### config.mk
export PLATFORM = sky130hd
export DESIGN_NAME = stfq_rank_computer
export DESIGN_NICKNAME = d
export VERILOG_FILES = /design/src/rtl/stfq_rank_computer_pkg.sv /design/src/rtl/stfq_flow_table.sv /design/src/rtl/stfq_rank_computer.sv
export SDC_FILE = /design/constraint.sdc
export NUM_CORES = 1
export LEC_CHECK = 0
export CAP_MARGIN = 5
export CORE_MARGIN = 2
export CORE_UTILIZATION = 24
export CTS_BUF_LIST = sky130_fd_sc_hd__clkbuf_4 sky130_fd_sc_hd__clkbuf_8 sky130_fd_sc_hd__clkbuf_16
export DETAILED_ROUTE_END_ITERATION = 7
export GPL_TIMING_DRIVEN = 0
export MAX_ROUTING_LAYER = met4
export SLEW_MARGIN = 20
export SYNTH_ARGS = -nofsm -noshare
export SYNTH_HDL_FRONTEND = slang
export SYNTH_HIERARCHICAL = 1
export SYNTH_SLANG_ARGS = --single-unit
### constraint.sdc
create_clock -name clk -period 11.4 [get_ports clk]
set_input_delay 1.14 -clock clk [delete_from_list [all_inputs] [get_ports clk]]
set_output_delay 1.14 -clock clk [all_outputs]
set_load 0.02 [all_outputs]
### src/rtl/stfq_rank_computer_pkg.sv
// Shared types for the STFQ rank computer.
//   priority_t          : rank / virtual-time type shared with flow_pifo
//   MAX_PACKET_PRIORITY : saturation ceiling for ranks
//   prio_max()          : unsigned max of two ranks
package stfq_rank_computer_pkg;

  localparam int NUM_FLOWS_DEF   = 8;
  localparam int PRIO_W          = 16;
  localparam int LEN_WIDTH_DEF   = 11;
  localparam int SHIFT_WIDTH_DEF = 3;

  typedef logic [PRIO_W-1:0]          priority_t;
  typedef logic [LEN_WIDTH_DEF-1:0]   pkt_len_t;
  typedef logic [SHIFT_WIDTH_DEF-1:0] weight_shift_t;

  localparam priority_t MAX_PACKET_PRIORITY = '1;

  function automatic priority_t prio_max(input priority_t a, input priority_t b);
    return (a > b) ? a : b;
  endfunction

endpackage

### src/rtl/stfq_flow_table.sv
// Per-flow state table: NUM_FLOWS entries of {last_finish, shift}.
//   clk, reset          : clock, async active-low clear of every entry
//   rd_idx              : async read port -> rd_finish, rd_shift
//   fin_we/idx/data     : finish-time write port
//   sh_we/idx/data      : weight-shift write port (independent of finish)
// Out-of-range indices (non power-of-two NUM_FLOWS) read 0 and are not written.
module stfq_flow_table
  import stfq_rank_computer_pkg::*;
#(
  parameter int NUM_FLOWS   = NUM_FLOWS_DEF,
  parameter int SHIFT_WIDTH = SHIFT_WIDTH_DEF,
  parameter int FID_W       = 3
) (
  input  logic                   clk,
  input  logic                   reset,
  input  logic [FID_W-1:0]       rd_idx,
  output priority_t              rd_finish,
  output logic [SHIFT_WIDTH-1:0] rd_shift,
  input  logic                   fin_we,
  input  logic [FID_W-1:0]       fin_idx,
  input  priority_t              fin_data,
  input  logic                   sh_we,
  input  logic [FID_W-1:0]       sh_idx,
  input  logic [SHIFT_WIDTH-1:0] sh_data
);

  logic [NUM_FLOWS-1:0][PRIO_W-1:0]      finish_q;
  logic [NUM_FLOWS-1:0][SHIFT_WIDTH-1:0] shift_q;

  logic rd_ok, fin_ok, sh_ok;
  assign rd_ok  = int'(rd_idx)  < NUM_FLOWS;
  assign fin_ok = int'(fin_idx) < NUM_FLOWS;
  assign sh_ok  = int'(sh_idx)  < NUM_FLOWS;

  assign rd_finish = rd_ok ? finish_q[rd_idx] : '0;
  assign rd_shift  = rd_ok ? shift_q[rd_idx]  : '0;

  always_ff @(posedge clk or negedge reset) begin
    if (!reset) begin
      finish_q <= '0;
      shift_q  <= '0;
    end else begin
      if (fin_we && fin_ok) finish_q[fin_idx] <= fin_data;
      if (sh_we && sh_ok)   shift_q[sh_idx]   <= sh_data;
    end
  end

endmodule

### src/rtl/stfq_rank_computer.sv
// Start-time fair-queueing rank computer feeding flow_pifo.
//   Arrival (flow, len) -> 2 cycles later o__enqueue with
//   rank = max(vt, last_finish[flow]); last_finish[flow] <= sat(rank + (len << shift[flow])).
//   Ports:
//     clk, reset (async active-low)
//     i__arrival_*   : packet arrivals, accepted every cycle
//     i__cfg_*       : per-flow weight shift writes
//     i__dequeue*    : snooped flow_pifo dequeue, advances virtual time
//     o__enqueue*    : rank/flow to flow_pifo (qualify with o__enqueue)
//     o__virtual_time: current virtual time
module stfq_rank_computer
  import stfq_rank_computer_pkg::*;
#(
  parameter  int NUM_FLOWS   = NUM_FLOWS_DEF,
  parameter  int LEN_WIDTH   = LEN_WIDTH_DEF,
  parameter  int SHIFT_WIDTH = SHIFT_WIDTH_DEF,
  localparam int FID_W       = (NUM_FLOWS > 1) ? $clog2(NUM_FLOWS) : 1
) (
  input  logic                   clk,
  input  logic                   reset,
  input  logic                   i__arrival_valid,
  input  logic [FID_W-1:0]       i__arrival_flow_id,
  input  logic [LEN_WIDTH-1:0]   i__arrival_length,
  input  logic                   i__cfg_valid,
  input  logic [FID_W-1:0]       i__cfg_flow_id,
  input  logic [SHIFT_WIDTH-1:0] i__cfg_shift,
  input  logic                   i__dequeue,
  input  priority_t              i__dequeue_priority,
  output logic                   o__enqueue,
  output priority_t              o__enqueue_priority,
  output logic [FID_W-1:0]       o__enqueue_flow_id,
  output priority_t              o__virtual_time
);

  localparam int COST_W = LEN_WIDTH + (1 << SHIFT_WIDTH) - 1;
  // One extra bit over the wider operand so the carry is visible for saturation.
  localparam int SUM_W  = ((COST_W > PRIO_W) ? COST_W : PRIO_W) + 1;

  // vld_pipe[0]: S1 holds a packet; vld_pipe[1]: output regs valid.
  logic [1:0]             vld_pipe;
  logic [FID_W-1:0]       s1_fid;
  logic [LEN_WIDTH-1:0]   s1_len;
  priority_t              vt;

  priority_t              rd_finish;
  logic [SHIFT_WIDTH-1:0] rd_shift;
  priority_t              start;
  priority_t              finish;
  logic [COST_W-1:0]      cost;
  logic [SUM_W-1:0]       sum;

  stfq_flow_table #(
    .NUM_FLOWS   (NUM_FLOWS),
    .SHIFT_WIDTH (SHIFT_WIDTH),
    .FID_W       (FID_W)
  ) u_table (
    .clk       (clk),
    .reset     (reset),
    .rd_idx    (s1_fid),
    .rd_finish (rd_finish),
    .rd_shift  (rd_shift),
    .fin_we    (vld_pipe[0]),
    .fin_idx   (s1_fid),
    .fin_data  (finish),
    .sh_we     (i__cfg_valid),
    .sh_idx    (i__cfg_flow_id),
    .sh_data   (i__cfg_shift)
  );

  // S1 datapath. The table write for the previous packet lands on the edge
  // that loads this one, so same-flow back-to-back needs no bypass. A cfg
  // write in this cycle only lands at the edge, so S1 sees the old shift.
  always_comb begin
    start  = prio_max(vt, rd_finish);
    cost   = COST_W'(s1_len) << rd_shift;
    sum    = SUM_W'(start) + SUM_W'(cost);
    finish = (sum > SUM_W'(MAX_PACKET_PRIORITY)) ? MAX_PACKET_PRIORITY
                                                 : sum[PRIO_W-1:0];
  end

  always_ff @(posedge clk or negedge reset) begin
    if (!reset) begin
      vld_pipe            <= '0;
      s1_fid              <= '0;
      s1_len              <= '0;
      vt                  <= '0;
      o__enqueue_priority <= '0;
      o__enqueue_flow_id  <= '0;
    end else begin
      vld_pipe <= {vld_pipe[0], i__arrival_valid};
      if (i__arrival_valid) begin
        s1_fid <= i__arrival_flow_id;
        s1_len <= i__arrival_length;
      end
      // Output regs hold their last value when idle.
      if (vld_pipe[0]) begin
        o__enqueue_priority <= start;
        o__enqueue_flow_id  <= s1_fid;
      end
      if (i__dequeue && (i__dequeue_priority > vt))
        vt <= i__dequeue_priority;
    end
  end

  assign o__enqueue      = vld_pipe[1];
  assign o__virtual_time = vt;

endmodule
==> results.sh, run 1 <==
export IMPL_clk_latency_ns=0.52
export IMPL_slew_limit_headroom=0.2934
export IMPL_fmax_ghz=0.1496
export IMPL_root_buffer="clkbuf_16"
export IMPL_setup_tns_ns=0
export IMPL_avgViaCountPerCell=4.583
export IMPL_cts_resized=0
export IMPL_cts_sinks=203
export IMPL_maxSlewViolCount=0
export IMPL_crit_path_start_kind="flip-flop"
export IMPL_fin_crit_sh=0.5862
export IMPL_die_w_um=219.6
export IMPL_layout_common_cells="217 x mux2_2, 203 x dfrtp_1, 75 x clkdlybuf4s50_1"
export IMPL_critPathRequiredTime_ns=11.80
export IMPL_dieArea_mm2=0.04823
export IMPL_worst_hold_path_type="reg2reg"
export IMPL_die_h_um=219.6
export IMPL_antenna_found_initial=0
export IMPL_drive_above_1_share=0.3657
export IMPL_path_clk_slew_ns=0.06
export IMPL_synthFlopType="dfrtp_1"
export IMPL_finClkSkew_ns=0.01388
export IMPL_firstDrtPassIters=4
export IMPL_avgSynthCellArea_um2=13.17
export IMPL_grt_total_usage=0.1185
export IMPL_critPathArrivalTime_ns=7.09
export IMPL_avgRoutedWirePerCell_um=17.45
export IMPL_diodes=0
export IMPL_seq_area_frac_synth=0.4553
export IMPL_num_rows=79
export IMPL_finalSetupViolCount=0
export IMPL_async_reset_ff_frac=1.000
export IMPL_n_fill_cell=4731
export IMPL_holdBufCountCts=0
export IMPL_yosysUniqueCellTypes=62
export IMPL_ys_ff_latch=203
export IMPL_multi_input_area_mm2=0.005640
export IMPL_syn_num_nets=937
export IMPL_yosysWarnings=6
export IMPL_synth_area_top_cells="dfrtp_1 46%, mux2_2 22%, mux4_2 7.7%"
export IMPL_cts_setup_buffers=0
export IMPL_worst_slew_pin_slew_ns=1.049
export IMPL_drtAntennaViolNets=0
export IMPL_place_hpwl_um=20290
export IMPL_netlist_instances=847
export IMPL_final_common_cell="mux2_2"
export IMPL_grt_pass1_wl_um=43250
export IMPL_synthToLayoutAreaGrowth_pct=21.42
export IMPL_remaining_drc_errors=0
export IMPL_grt_max_degree=90
export IMPL_htreeDepth=1
export IMPL_fin_crit_ns=6.683
export IMPL_grt_pass1_vias=7536
export IMPL_core_area_mm2=0.04626
export IMPL_via_count=7219
export IMPL_synth_top_area_frac=0.4553
export IMPL_hold_violations=0
export IMPL_dr_first_iter_drc_count=345
export IMPL_grt_overflow=0
export IMPL_netlist_area_mm2=0.01116
export IMPL_cts_buffers=24
export IMPL_initial_utilization=0.2412
export IMPL_layout_nets=1041
export IMPL_outcome="finished, final reports clean"
export IMPL_tritoncts="built"
export IMPL_gp_congestion=0.8414
export IMPL_pin_count=77
export IMPL_portBuffers=76
export IMPL_cap_violations=0
export IMPL_yosys_area_top_type="dfrtp_1"
export IMPL_crit_type="reg2reg"
export IMPL_cp_end_kind="flip-flop"
export IMPL_wl_um=27480
export IMPL_cts_max_path_buffers=3
export IMPL_layout_area_seq_mm2=0.005080
export IMPL_synth_edf_count=0
export IMPL_rsz0062_at_grt="false"
export IMPL_crit_fanout=10
[state kept, by name, summed over array words and instances, names as in the netlist]
register and count:
u_table/shift_q 24, o__enqueue_flow_id 3, o__virtual_time 16, s1_fid 3
o__enqueue_priority 16, vld_pipe 2, u_table/finish_q 128, s1_len 11
[cells in the mapped netlist, types with 6 or more instances]
cell and instances:
nand4_1 12, a21oi_1 22, mux2i_1 27, nor2_1 22, clkbuf_1 7, buf_2 16
a21o_1 9, dfrtp_1 203, inv_1 43, a31oi_1 6, nand2_1 36, o21a_1 7
nand3_1 7, mux2_2 217, buf_4 7, o21ai_0 21, mux4_2 38, ha_1 48
[critical path: stages (launching register included)]
cell,delay (ns)
dfrtp_1,0.44
buf_2,0.33
buf_2,0.39
mux4_2,0.37
mux2_2,0.29
inv_1,0.13
ha_1,0.18
nand4_1,0.15
a21oi_1,0.18
o21ai_0,0.14
a21oi_2,0.46
buf_6,0.25
mux2i_1,0.47
fa_1,0.28
and2b_1,0.22
o31a_1,0.30
o22ai_1,0.27
o211ai_1,0.23
mux2i_1,0.17
a21oi_2,0.36
o21ai_0,0.49
mux2_2,0.44
[path summary, 6_finish.rpt]
| kind | from | endpoint | slack (ns) | cells after the start |
|---|---|---|---|---|
| setup / recovery | s1_fid[2] | u_table/finish_q[18] | 4.72 | 21 |
| hold / removal | vld_pipe[0] | vld_pipe[1] | 0.47 | 0 |
| min in group asynchronous | reset | u_table/finish_q[34] | 0.51 | 1 |
| setup reg to reg | s1_fid[2] | u_table/finish_q[18] | 4.72 | 21 |
| hold reg to reg | vld_pipe[0] | vld_pipe[1] | 0.47 | 0 |
| max in group asynchronous | reset | o__virtual_time[1] | 9.76 | 3 |
[metrics by stage]
step | util | cell area [µm²] | instances | worst slack [ns] | hold slack [ns]
after CTS | 0.2928 | 13550 | 1575 | 4.674 | 0.4732
after floorplan | - | 11160 | 847 | 6.254 | 0.3916
after global routing | 0.2928 | 13550 | 1575 | 4.319 | 0.4968
after detailed placement | 0.2753 | 12740 | 1532 | 4.720 | 0.4559
final | 0.2928 | 13550 | 1575 | 4.717 | 0.4659
after global placement | 0.2740 | 12680 | 1530 | 0.7494 | 0.4565
[cells by family (layout without fill, tap and decap cells)]
| kind of cell | count (synthesis) | in the layout | synth area share |
|---|---|---|---|
| mux | 287 | 287 | 0.3267 |
| flops | 203 | 203 | 0.4553 |
| simple gates | 120 | 120 | 0.06202 |
| compound gates | 94 | 94 | 0.05417 |
| buf+inv | 85 | 206 | 0.03914 |
| fa+ha+maj | 49 | 49 | 0.05562 |
| xor+xnor | 9 | 9 | 0.007065 |
[final cells by class]
cell class | instances | share of cell area
inverters | 44 | 0.01219
flip-flops and latches | 203 | 0.3750
clock inverters | 9 | 0.006650
well taps | 607 | 0.05606
clock buffers | 34 | 0.05311
repair buffers | 78 | 0.06059
multi-input cells | 559 | 0.4164
plain buffers | 41 | 0.02004
[layer usage]
metal	vias up	track usage	share of wire
li1	3357	-	-
met1	3714	0.1557	0.47
met2	113	0.1955	0.48
met3	35	0.01781	0.036
met4	0	0.02237	0.020
met5	-	-	0
Power of run 1 is not shown: default switching activity piles up to over one toggle a cycle in this logic, so the estimate is an artifact.
==> inputs of run 2 (changes only) <==
clock period = 5.8 ns   (was 11.4 ns; I/O delays follow)
==> results.sh, run 2 (synthesis gave the netlist of run 1 again) <==
export IMPL_pin_count=77
export IMPL_layout_nets=1061
export IMPL_grt_max_degree=90
export IMPL_largest_register="u_table/finish_q"
export IMPL_grt_pass1_wl_um=43500
export IMPL_tritoncts="built"
export IMPL_via_count=7292
export IMPL_critPathArrivalTime_ns=6.02
export IMPL_outcome="finished, final reports clean"
export IMPL_setup_tns_ns=0
export IMPL_core_area_mm2=0.04626
export IMPL_die_w_um=219.6
export IMPL_utilization=0.3015
export IMPL_cp_slowest_cell="mux4_2"
export IMPL_layout_common_cells="214 x mux2_2, 201 x dfrtp_1, 75 x clkdlybuf4s50_1"
export IMPL_firstDrtPassIters=4
export IMPL_fin_crit_ns=5.615
export IMPL_slew_limit_headroom=0.3122
export IMPL_grt_total_usage=0.1192
export IMPL_final_common_cell="mux2_2"
export IMPL_avgRoutedWirePerCell_um=17.53
export IMPL_rr_startpoint="s1_fid[0]"
export IMPL_cap_violations=0
export IMPL_crit_type="reg2reg"
export IMPL_critPathRequiredTime_ns=6.20
export IMPL_path_clk_slew_ns=0.06
export IMPL_r2r_end="u_table/finish_q[23]"
export IMPL_synthToLayoutAreaGrowth_pct=25.01
export IMPL_cts_buffers=24
export IMPL_initial_utilization=0.2412
export IMPL_cts_max_path_buffers=3
export IMPL_crit_family="compound AO/OA/AOI/OAI gates"
export IMPL_remaining_drc_errors=0
export IMPL_clk_latency_ns=0.52
export IMPL_die_h_um=219.6
export IMPL_gp_congestion=0.8414
export IMPL_postLayoutCellArea_mm2=0.01395
export IMPL_maxSlewViolCount=0
export IMPL_finClkSkew_ns=0.01161
export IMPL_crit_path_start_kind="flip-flop"
export IMPL_reg_top3="u_table/finish_q: 128 flops, u_table/shift_q: 24 flops"
export IMPL_hold_path_end="vld_pipe[1]"
export IMPL_hold_violations=0
export IMPL_finalSetupViolCount=0
export IMPL_grt_pass1_vias=7612
export IMPL_rsz0062_at_grt="true"
export IMPL_finalNonFillerCells=1595
export IMPL_crit_buf_inv=6
export IMPL_avgViaCountPerCell=4.572
export IMPL_place_hpwl_um=20290
export IMPL_cp_end_kind="flip-flop"
export IMPL_num_rows=79
export IMPL_largest_reg_flops=128
export IMPL_worst_hold_path_type="reg2reg"
export IMPL_diodes=0
export IMPL_grt_overflow=0
export IMPL_antenna_found_initial=0
export IMPL_worst_slew_pin_slew_ns=1.017
export IMPL_fin_crit_sh=0.9681
export IMPL_htreeDepth=1
export IMPL_cts_sinks=203
export IMPL_drive_above_1_share=0.4170
export IMPL_dp_cells=1532
export IMPL_r2r_cells=24
export IMPL_hold_depth=0
export IMPL_dr_first_iter_drc_count=394
export IMPL_worstHoldStart="vld_pipe[0]"
export IMPL_drtAntennaViolNets=0
export IMPL_portBuffers=76
export IMPL_crit_fanout=10
export IMPL_dieArea_mm2=0.04823
export IMPL_wl_um=27970
export IMPL_fmax_ghz=0.1781
export IMPL_r2r_slack_ns=0.19
export IMPL_crit_chain="buf_12 > buf_16 > mux4_2 > mux2_2 > inv_2 > ha_1 > a21o_1 > a21o_1 > a211oi_2 > a21oi_4 > mux2_4 > ha_2 > inv_1 > fa_2 > and2b_2 > o31a_1 > o22ai_2 > o211ai_1 > buf_4 > mux2i_2 > a21oi_4 > buf_6 > nand2_2 > mux2_2"
export IMPL_max_stage_delay_ns=0.51
export IMPL_root_buffer="clkbuf_16"
export IMPL_placed_cell_area_mm2=0.01274
## run 2: cell count changes in the layout (fill, tap and decap cells not counted), moves of 3 or more
cell	delta
buf_4	+17
mux2i_1	-9
nand2_1	-8
nand2_2	+8
mux2i_2	+7
a21oi_1	-4
inv_1	-4
inv_2	+4
buf_2	-3
mux2_2	-3
mux2_4	+3
o21ai_0	-3
## run 2: how the worst max path moves through the flow
stage | startpoint | to | depth (start not counted)
finish | s1_fid[0] | u_table/finish_q[23] | 24
global route | s1_fid[0] | u_table/finish_q[19] | 24
detailed placement | s1_fid[2] | u_table/finish_q[20] | 21
global placement | reset | o__virtual_time[1] | 1
CTS | s1_fid[0] | u_table/finish_q[57] | 24
floorplan | s1_fid[0] | u_table/finish_q[28] | 22
## run 2: layout make-up
cell class / instances / area, µm²
buffer: 41 / 315.3
clock buffer: 34 / 719.4
clock inverter: 9 / 90.09
fill: 4696 / 32310
inverter: 44 / 165.2
multi-input combinational: 559 / 5808
sequential: 203 / 5082
tap: 607 / 759.5
timing repair buffer: 98 / 1007
## run 2: what timing repair did
action / 4_1_cts / 5_1_grt
pin swaps: 4 / 9
gates resized for setup: 23 / 40
endpoints found under the hold margin: 48 / 0
endpoints found under the setup margin: 128 / 128
cloned: 0 / 1
hold buffers: 1 / 0
buffers inserted: 4 / 14
## run 2: worst reg2reg max path, delay by kind of cell (launching register included)
kind / cells / cell delay, ns
AOI/OAI and AO/OA: 8 / 1.64
adders and majority gates: 3 / 0.62
buffers and inverters: 6 / 0.81
DFF: 1 / 0.44
muxes: 5 / 1.60
and+or+nand+nor: 2 / 0.39
## run 2: metrics by stage
step	worst slack, ns	hold WS (ns)
after global placement	-4.291	0.4565
final	0.1852	0.4659
after global routing	-0.008431	0.4968
after CTS	-0.01288	0.4732
after floorplan	0.6542	0.2844
after detailed placement	-0.8801	0.4559
## run 2: routing by layer
| layer | GRT usage | share of wire | vias to the layer above |
|---|---|---|---|
| li1 | - | - | 3391 |
| met1 | 0.1554 | 0.46 | 3751 |
| met2 | 0.1977 | 0.48 | 111 |
| met3 | 0.01767 | 0.037 | 39 |
| met4 | 0.02394 | 0.021 | 0 |
| met5 | - | 0 | - |
Power of run 2 is left out for the same reason.
==> inputs of run 3 (changes only) <==
CAP_MARGIN = 40   (was 5)
==> results.sh, run 3 (synthesis gave the netlist of run 1 again) <==
export IMPL_wl_um=27630
export IMPL_cp_end_kind="flip-flop"
export IMPL_worst_hold_path_type="reg2reg"
export IMPL_cp_slowest_cell="mux4_2"
export IMPL_gp_congestion=0.8414
export IMPL_place_ws_ns=-0.8073
export IMPL_cap_violations=0
export IMPL_fin_crit_ns=5.621
export IMPL_synthToLayoutAreaGrowth_pct=25.14
export IMPL_crit_buf_inv=5
export IMPL_fmax_ghz=0.1779
export IMPL_path_clk_slew_ns=0.06
export IMPL_via_count=7265
export IMPL_drive_above_1_share=0.4127
export IMPL_crit_path_start_kind="flip-flop"
export IMPL_diodes=0
export IMPL_drtAntennaViolNets=0
export IMPL_layout_nets=1064
export IMPL_dr_first_iter_drc_count=445
export IMPL_postLayoutCellArea_mm2=0.01396
export IMPL_grt_overflow=0
export IMPL_root_buffer="clkbuf_16"
export IMPL_die_w_um=219.6
export IMPL_avgViaCountPerCell=4.546
export IMPL_r2r_slack_ns=0.18
export IMPL_pin_count=77
export IMPL_portBuffers=76
export IMPL_fin_ws_ns=0.1789
export IMPL_remaining_drc_errors=0
export IMPL_critPathRequiredTime_ns=6.21
export IMPL_grt_pass1_wl_um=42720
export IMPL_max_stage_delay_ns=0.51
export IMPL_largest_reg_flops=128
export IMPL_final_common_cell="mux2_2"
export IMPL_finClkSkew_ns=0.01180
export IMPL_num_rows=79
export IMPL_n_fill_cell=4665
export IMPL_die_h_um=219.6
export IMPL_crit_family="compound AO/OA/AOI/OAI gates"
export IMPL_crit_type="reg2reg"
export IMPL_hold_path_end="vld_pipe[1]"
export IMPL_crit_chain="buf_12 > buf_12 > mux4_2 > mux2_2 > inv_1 > ha_1 > nor2b_1 > o211ai_1 > a21oi_1 > o21ai_1 > a21oi_4 > mux2_4 > ha_2 > inv_1 > fa_2 > and2b_2 > o31a_1 > o22ai_2 > o211ai_1 > mux2i_1 > a21oi_4 > o21ai_0 > buf_2 > mux2_2"
export IMPL_outcome="finished, final reports clean"
export IMPL_grt_total_usage=0.1173
export IMPL_utilization=0.3018
export IMPL_worst_slew_pin_slew_ns=0.7488
export IMPL_hold_violations=0
export IMPL_place_hpwl_um=20280
export IMPL_grt_pass1_vias=7505
export IMPL_firstDrtPassIters=4
export IMPL_dieArea_mm2=0.04823
export IMPL_critPathArrivalTime_ns=6.03
export IMPL_crit_fanout=10
export IMPL_cts_buffers=24
export IMPL_cts_sinks=203
export IMPL_layout_common_cells="214 x mux2_2, 201 x dfrtp_1, 75 x clkdlybuf4s50_1"
export IMPL_hold_depth=0
export IMPL_clk_latency_ns=0.53
export IMPL_tritoncts="built"
export IMPL_worstHoldStart="vld_pipe[0]"
export IMPL_slew_limit_headroom=0.5008
export IMPL_htreeDepth=1
export IMPL_fin_crit_sh=0.9692
export IMPL_antenna_found_initial=0
export IMPL_maxSlewViolCount=0
export IMPL_r2r_cells=24
export IMPL_reg_top3="u_table/finish_q: 128 flops, u_table/shift_q: 24 flops"
export IMPL_initial_utilization=0.2412
export IMPL_avgRoutedWirePerCell_um=17.29
export IMPL_rr_startpoint="s1_fid[0]"
export IMPL_largest_register="u_table/finish_q"
export IMPL_core_area_mm2=0.04626
export IMPL_placed_cell_area_mm2=0.01276
export IMPL_grt_max_degree=90
export IMPL_cts_max_path_buffers=3
export IMPL_finalSetupViolCount=0
export IMPL_cp_depth=24
export IMPL_r2r_end="u_table/finish_q[20]"
-- run 3: what timing repair did --
action                                  4_1_cts  5_1_grt
endpoints found under the hold margin        48        0
buffers inserted                              7       11
gates resized for setup                      19       42
hold buffers                                  1        0
pin swaps                                     5        7
endpoints found under the setup margin      128      128
-- run 3: per-layer routing --
layer	track usage	wire, µm	up-vias
met3	0.01656	1068	35
met1	0.1547	12820	3706
met5	-	0	-
met4	0.02237	464	0
li1	-	-	3398
met2	0.1933	13270	126
-- run 3: worst register-to-register path, delay by kind of cell (launching register included) --
kind | cells | cell delay, ns
AOI/OAI and AO/OA | 9 | 1.74
muxes | 5 | 1.67
buffers and inverters | 5 | 0.66
adders and majority gates | 3 | 0.61
DFF | 1 | 0.43
and+or+nand+nor | 2 | 0.37
-- run 3: how the worst max path moves through the flow --
| stage | from | end | slack (ns) |
|---|---|---|---|
| floorplan | s1_fid[0] | u_table/finish_q[28] | 0.65 |
| global placement | reset | o__virtual_time[1] | -4.29 |
| global route | s1_fid[0] | u_table/finish_q[82] | -0.003 |
| CTS | s1_fid[2] | u_table/finish_q[3] | 0.02 |
| finish | s1_fid[0] | u_table/finish_q[20] | 0.18 |
| detailed placement | s1_fid[2] | u_table/finish_q[79] | -0.81 |
-- run 3: final cells by class --
type                       instances  area, µm²  share of cell area
tap                              607      759.5             0.05440
clock inverter                     8      123.9            0.008872
buffer                            41      315.3             0.02258
clock buffer                      35      720.7             0.05162
inverter                          44      165.2             0.01183
sequential                       203       5082              0.3640
timing repair buffer             101       1008             0.07223
multi-input combinational        559       5787              0.4145
-- run 3: stage by stage --
step | setup TNS [ns] | hold slack (ns) | cells
finish | 0 | 0.4565 | 1598
global route | -0.006582 | 0.4977 | 1598
CTS | 0 | 0.4653 | 1587
global placement | -957.21 | 0.4565 | 1530
detailed placement | -84.81 | 0.4514 | 1536
floorplan | 0 | 0.2844 | 847
Power of run 3 is left out for the same reason.
